==> src/rtl/sdr_arb_pkg.sv <==
// ---------------------------------------------------------------------------
// sdr_arb_pkg
// Shared definitions for the SDRAM command-bus arbiter:
//   - arb_state_t : arbiter state encoding, also driven out as sdr_grant
//   - CMD_NOP     : {nRAS,nCAS,nWE,BA[1:0],A[12:0]} bundle for a NOP cycle
//   - REF_CYC_DEFAULT : refresh interval in clocks, derived from tREFI / tCK
// ---------------------------------------------------------------------------
package sdr_arb_pkg;

    typedef enum logic [2:0] {
        S_INIT = 3'd0,
        S_IDLE = 3'd1,
        S_REF  = 3'd2,
        S_WR   = 3'd3,
        S_RD   = 3'd4
    } arb_state_t;

    localparam int CMD_W = 18;

    localparam logic [CMD_W-1:0] CMD_NOP = {3'b111, 2'b00, 13'h0};

    // 7.8 us average refresh interval at a 6 ns (167 MHz) clock.
    localparam int TREFI_PS        = 7_800_000;
    localparam int TCK_PS          = 6_000;
    localparam int REF_CYC_DEFAULT = TREFI_PS / TCK_PS;

endpackage

==> src/rtl/sdr_arb_ref_timer.sv <==
// ---------------------------------------------------------------------------
// sdr_arb_ref_timer
// Free-running refresh interval timer with a pending flag and sticky overrun.
// Ports:
//   clk, rst_n    : clock, asynchronous active-low reset
//   enable        : counting allowed (init finished); counter held at 0 when low
//   clear         : refresh granted this cycle; drops ref_pending
//   ref_pending   : a refresh is owed to the device
//   ref_overrun   : sticky; a new deadline arrived while one was still owed
// ---------------------------------------------------------------------------
module sdr_arb_ref_timer #(
    parameter int REF_CYC   = 1300,
    parameter int REF_CNT_W = 11
) (
    input  logic clk,
    input  logic rst_n,
    input  logic enable,
    input  logic clear,
    output logic ref_pending,
    output logic ref_overrun
);

    logic [REF_CNT_W-1:0] r_cnt;
    logic                 r_pending;
    logic                 r_overrun;
    logic                 w_wrap;

    assign w_wrap = enable && (r_cnt == REF_CNT_W'(REF_CYC - 1));

    always_ff @(posedge clk or negedge rst_n) begin
        if (!rst_n) begin
            r_cnt     <= '0;
            r_pending <= 1'b0;
            r_overrun <= 1'b0;
        end else begin
            if (!enable || w_wrap) begin
                r_cnt <= '0;
            end else begin
                r_cnt <= r_cnt + 1'b1;
            end

            // A new deadline wins over a simultaneous grant.
            if (w_wrap) begin
                r_pending <= 1'b1;
            end else if (clear) begin
                r_pending <= 1'b0;
            end

            // Overrun only when the previous refresh is still owed and is
            // not being granted on this very edge.
            if (w_wrap && r_pending && !clear) begin
                r_overrun <= 1'b1;
            end
        end
    end

    assign ref_pending = r_pending;
    assign ref_overrun = r_overrun;

endmodule

==> src/rtl/sdr_arb.sv <==
// ---------------------------------------------------------------------------
// sdr_arb
// SDRAM command-bus arbiter. Holds the bus in init until init_done, then
// grants it to one engine at a time (refresh > write/read, write and read
// alternating when both wait) and muxes that engine's command onto the pins.
// Every grant returns through S_IDLE, which always drives a NOP.
// Ports:
//   clk, rst_n                 : clock, asynchronous active-low reset
//   init_done                  : init engine finished (level)
//   init/ref/wr/rd_cmd [17:0]  : engine command bundles
//   ref/wr/rd_exit             : engine done pulses
//   host_wr_req, host_rd_req   : host requests (level)
//   host_wr_ack, host_rd_ack   : one-cycle accept pulses to the host
//   sdr_ref/wr/rd_req          : one-cycle engine start pulses
//   sdr_grant [2:0]            : current arbiter state
//   sdr_cmd [17:0]             : command bundle to SDRAM pins
//   ref_overrun                : sticky missed-refresh error
// ---------------------------------------------------------------------------
module sdr_arb
    import sdr_arb_pkg::*;
#(
    parameter int REF_CYC   = REF_CYC_DEFAULT,
    parameter int REF_CNT_W = 11
) (
    input  logic        clk,
    input  logic        rst_n,
    input  logic        init_done,
    input  logic [17:0] init_cmd,
    input  logic [17:0] ref_cmd,
    input  logic [17:0] wr_cmd,
    input  logic [17:0] rd_cmd,
    input  logic        ref_exit,
    input  logic        wr_exit,
    input  logic        rd_exit,
    input  logic        host_wr_req,
    input  logic        host_rd_req,
    output logic        host_wr_ack,
    output logic        host_rd_ack,
    output logic        sdr_ref_req,
    output logic        sdr_wr_req,
    output logic        sdr_rd_req,
    output logic [2:0]  sdr_grant,
    output logic [17:0] sdr_cmd,
    output logic        ref_overrun
);

    arb_state_t r_state;
    arb_state_t w_next;
    logic       r_ref_req;
    logic       r_wr_req;
    logic       r_rd_req;
    logic       r_last_wr;
    logic       w_ref_pending;
    logic       w_take_ref;
    logic       w_take_wr;
    logic       w_take_rd;

    sdr_arb_ref_timer #(
        .REF_CYC   (REF_CYC),
        .REF_CNT_W (REF_CNT_W)
    ) u_ref_timer (
        .clk         (clk),
        .rst_n       (rst_n),
        .enable      (init_done),
        .clear       (w_take_ref),
        .ref_pending (w_ref_pending),
        .ref_overrun (ref_overrun)
    );

    always_comb begin
        w_next = r_state;
        case (r_state)
            S_INIT: if (init_done) w_next = S_IDLE;
            S_IDLE: begin
                if (w_ref_pending) begin
                    w_next = S_REF;
                end else if (host_wr_req && host_rd_req) begin
                    // Alternate: whichever direction did not go last.
                    w_next = r_last_wr ? S_RD : S_WR;
                end else if (host_wr_req) begin
                    w_next = S_WR;
                end else if (host_rd_req) begin
                    w_next = S_RD;
                end
            end
            S_REF:   if (ref_exit) w_next = S_IDLE;
            S_WR:    if (wr_exit)  w_next = S_IDLE;
            S_RD:    if (rd_exit)  w_next = S_IDLE;
            default: w_next = S_IDLE;
        endcase
    end

    assign w_take_ref = (r_state == S_IDLE) && (w_next == S_REF);
    assign w_take_wr  = (r_state == S_IDLE) && (w_next == S_WR);
    assign w_take_rd  = (r_state == S_IDLE) && (w_next == S_RD);

    // Start pulses are registered so they line up with the new grant.
    always_ff @(posedge clk or negedge rst_n) begin
        if (!rst_n) begin
            r_state   <= S_INIT;
            r_ref_req <= 1'b0;
            r_wr_req  <= 1'b0;
            r_rd_req  <= 1'b0;
            r_last_wr <= 1'b0;
        end else begin
            r_state   <= w_next;
            r_ref_req <= w_take_ref;
            r_wr_req  <= w_take_wr;
            r_rd_req  <= w_take_rd;
            if (w_take_wr) begin
                r_last_wr <= 1'b1;
            end else if (w_take_rd) begin
                r_last_wr <= 1'b0;
            end
        end
    end

    always_comb begin
        sdr_cmd = CMD_NOP;
        case (r_state)
            S_INIT:  sdr_cmd = init_cmd;
            S_REF:   sdr_cmd = ref_cmd;
            S_WR:    sdr_cmd = wr_cmd;
            S_RD:    sdr_cmd = rd_cmd;
            default: sdr_cmd = CMD_NOP;
        endcase
    end

    assign sdr_grant   = r_state;
    assign sdr_ref_req = r_ref_req;
    assign sdr_wr_req  = r_wr_req;
    assign sdr_rd_req  = r_rd_req;
    assign host_wr_ack = r_wr_req;
    assign host_rd_ack = r_rd_req;

endmodule

==> config.mk <==
export PLATFORM = sky130hd
export DESIGN_NAME = sdr_arb
export DESIGN_NICKNAME = d
export VERILOG_FILES = /design/src/rtl/sdr_arb_pkg.sv /design/src/rtl/sdr_arb_ref_timer.sv /design/src/rtl/sdr_arb.sv
export SDC_FILE = /design/constraint.sdc
export NUM_CORES = 1
export LEC_CHECK = 0
export CAP_MARGIN = 5
export CORE_UTILIZATION = 39
export DETAILED_ROUTE_END_ITERATION = 8
export GPL_ROUTABILITY_DRIVEN = 0
export PLACE_DENSITY = 0.87
export SLEW_MARGIN = 20
export SYNTH_ARGS = -nofsm -noshare
export SYNTH_HDL_FRONTEND = slang
export SYNTH_HIERARCHICAL = 1
export SYNTH_SLANG_ARGS = --single-unit
==> constraint.sdc <==
create_clock -name clk -period 4.8 [get_ports clk]
set_clock_uncertainty 0.1 [all_clocks]
set_input_delay 0.96 -clock clk [delete_from_list [all_inputs] [get_ports clk]]
set_output_delay 0.96 -clock clk [all_outputs]
set_load 0.01 [all_outputs]
==> Flow_metrics.wiki <==
{| class="wikitable"
! Metric !! Value
|-
| WP data required || 3740 ps
|-
| Pin slew with the least headroom to its limit || 851 ps
|-
| Final sum of negative setup slack || 0 ps
|-
| Number of filler instances in the final layout || 294
|-
| Commonest non-fill, non-tap cells in the layout || clkdlybuf4s50_1 (106), inv_1 (20), dfrtp_1 (20), mux2i_1 (18), a21o_1 (16)
|-
| CP Data Arrival Time || 2500 ps
|-
| Number of I/O pins || 107
|-
| CTS max path bufs || 2
|-
| Max cap viols || 0
|-
| Asr flop ratio synth || 1.00
|-
| Category of the worst setup path capture point || output port
|-
| Width of the chip || 65.8 um
|-
| Time the worst path needs with I/O delays and setup || 3560 ps
|-
| Cell-by-cell trace of the critical path || nand2b_1, o32ai_1, a21o_1, clkdlybuf4s50_1
|-
| Clk sink count || 20
|-
| Max transition margin || 0.431
|-
| Final core occ || 0.715
|-
| Non-filler instance count after layout || 327
|-
| Proportion of power drawn by flip-flops and latches || 0.226
|-
| Floorplan die height || 65.8 um
|-
| Clock network fraction of total power || 0.099
|-
| Number of synthesized flops with an enable pin || 0
|-
| Worst vdd rail ir drop || 0.260 mV
|-
| Die area || 4330 sq um
|-
| Post-route cell area || 2700 sq um
|-
| Placed instance area || 2660 sq um
|-
| CTS Root Cell || clkbuf_8
|-
| Clock edge transition at the registers on the reported setup and hold paths || 70 ps
|-
| Via density per instance || 5.50
|-
| Prevailing post-synth register cell || dfrtp_1
|-
| Switch Pwr || 0.416 mW
|-
| Share of layout cells above drive strength 1 || 0.0430
|-
| Synth cell types || 44
|-
| Diode insertion count for antenna repair || 0
|-
| Input/output buffers || 106
|-
| Worst Hold Class || flip-flop to flip-flop
|-
| Cell count after synthesis || 181
|-
| Most frequent standard cell in the layout excluding fill and tap cells || clkdlybuf4s50_1
|-
| Final cycle utilization of the critical path || 0.741
|-
| Max Fanout on Critical Path || 16
|-
| Starting utilization of the core area || 0.421
|-
| RSZ-0062 raised after global routing || no
|-
| Total congestion overflow after global routing || 0
|-
| Maximum number of pins on one net before global-route repair || 22
|-
| Library cell contributing the largest single delay on the critical path || dfrtp_1
|-
| Count of instances resized after the clock tree is built || 0
|-
| Detailed-route DRC error count || 0
|-
| Worst hold margin || 385 ps
|-
| Cell Area, Synth || 1590 sq um
|-
| Power Dens Cells || 398 nW/um^2
|-
| Setup violations, final || 0
|-
| Final wirelength || 5330 um
|-
| Post-detail-place hpwl || 4250 um
|-
| Wire length of the first global-routing pass || 8380 um
|-
| Static Leakage || 1.18 nW
|-
| CP peak stage delay || 690 ps
|-
| TritonCTS clock tree || built
|-
| Sw frac || 0.388
|-
| Type of element launching the critical path || flip-flop
|-
| Count of pins over their slew limit || 0
|-
| Combinational cell fraction of total power || 0.675
|-
| Initial antenna violation count || 0
|-
| Pre-antenna DRT Iters || 4
|-
| Share of the synthesized area in the top cell type || 0.315
|-
| Core Box Area || 3770 sq um
|-
| Number of synthesized register bits || 20
|-
| Multi-input gate area in the final layout || 936 sq um
|-
| Synth top area cells || dfrtp_1 (31%), mux2i_1 (11%), o32ai_1 (8.3%), a21o_1 (7.6%), inv_1 (4.7%)
|-
| Count of final hold-check violations || 0
|-
| Syn Nets || 262
|-
| Synth warn || 6
|-
| Post-CTS setup-driven buffer insertion count || 0
|-
| Row count || 22
|-
| Library cell occupying the most area in the post-synthesis netlist || dfrtp_1
|-
| Post-detailed-route wirelength per cell || 16.3 um
|-
| H-tree Lvls || 1
|-
| Vias in the first global route || 1,744
|-
| Sequential cell area || 500 sq um
|-
| Hold bufs inserted after CTS || 0
|-
| Count of placed standard cells including taps || 324
|-
| Overall via count from detail_route || 1,798
|-
| Layout area overhead || 69.7%
|-
| Clock network latency to the later pin of the worst-skew pair || 250 ps
|-
| Sequential element share of the synthesized area || 0.315
|-
| Syn_area_per_cell || 8.78 sq um
|-
| Global-route total usage across every layer || 0.253
|-
| Max frequency || 281 MHz
|-
| Post-layout net count || 362
|-
| Detailed Route Iter0 Violations || 72
|-
| Number of buffers created by CTS || 3
|-
| Residual antenna-violating net count after detailed routing || 0
|-
| Worst setup path class || flip-flop to output port
|-
| Internal power summed over all cells || 0.657 mW
|-
| Run status || complete, no violations
|}
## Yosys cell counts, types with 2 or more instances
cell type	count
mux2i_1	18
or4_1	3
nor2b_1	4
nor2_1	10
nor3b_1	2
a31o_2	2
nand2_1	5
and3_1	3
o21ai_0	4
a211oi_1	4
buf_2	5
a31oi_1	2
xor2_1	2
buf_4	3
a22oi_1	4
nand2b_1	2
or3_1	2
buf_1	2
o31ai_1	3
a21oi_1	7
inv_1	20
a21o_1	16
nand3_1	2
dfrtp_1	20
o32ai_1	15
clkbuf_1	3
## cells by family after synthesis
| family | Yosys count | synth area share |
|---|---|---|
| and+or+nand+nor | 45 | 0.172 |
| AOI/OAI and AO/OA | 60 | 0.279 |
| muxes | 18 | 0.113 |
| DFF | 20 | 0.315 |
| xor gates and xnor gates | 3 | 0.0165 |
| adders and majority gates | 1 | 0.00787 |
| buffers and inverters | 34 | 0.0961 |
## flip-flops by register name, summed over array words and instances (netlist names)
| name | cells |
|---|---|
| sdr_ref_req | 1 |
| u_ref_timer/r_cnt | 11 |
| host_rd_ack | 1 |
| sdr_grant | 3 |
| r_last_wr | 1 |
| u_ref_timer/ref_pending | 1 |
| u_ref_timer/ref_overrun | 1 |
| host_wr_ack | 1 |
## power groups by stage
stage | Clock, mW | Combinational [mW] | Sequential [mW]
6_report | 0.106 | 0.724 | 0.243
5_1_grt | 0.119 | 0.783 | 0.253
4_1_cts | 0.110 | 0.727 | 0.244
3_5_place_dp | 0 | 0.724 | 0.247
3_3_place_gp | 0 | 0.715 | 0.245
2_1_floorplan | 0 | 0.411 | 0.221
## path summary, 6_finish.rpt
path / start / end / slack (ps) / depth (start not counted)
max in group asynchronous: rst_n / u_ref_timer/r_cnt[7] / 2980 / 1
setup reg to reg: sdr_grant[1] / host_wr_ack / 2830 / 4
min in group asynchronous: rst_n / u_ref_timer/r_cnt[1] / 1090 / 1
setup / recovery: sdr_grant[2] / sdr_cmd[14] / 1240 / 4
hold reg to reg: u_ref_timer/r_cnt[0] / u_ref_timer/r_cnt[0] / 390 / 1
hold / removal: u_ref_timer/r_cnt[0] / u_ref_timer/r_cnt[0] / 390 / 1
## cell type report
| type | instances | share of cell area |
|---|---|---|
| repair buffers | 109 | 0.402 |
| multi-input cells | 127 | 0.347 |
| flip-flops and latches | 20 | 0.186 |
| inverters | 20 | 0.0278 |
| well taps | 48 | 0.0223 |
| clock buffers | 3 | 0.0153 |
## worst max-delay path, delay by kind of cell, from the launching register on
| family | cells | cell delay, ps |
|---|---|---|
| compound gates | 2 | 560 |
| buf+inv | 1 | 530 |
| flops | 1 | 690 |
| simple gates | 1 | 460 |
## routing by layer
| metal | GRT usage | up-vias | part of all wire |
|---|---|---|---|
| met1 | 0.329 | 832 | 0.41 |
| met4 | 0.0707 | 0 | 0.017 |
| li1 | - | 871 | - |
| met3 | 0.0707 | 10 | 0.085 |
| met5 | 0 | - | 0 |
| met2 | 0.406 | 85 | 0.49 |
## stage by stage
step           power (mW)  worst slack [ps]
2_1_floorplan       0.632              2330
3_3_place_gp        0.961              1370
3_5_place_dp        0.971              1330
4_1_cts              1.08              1230
5_1_grt              1.15              1010
6_report             1.07              1240
Power figures use the tool's default switching activity.
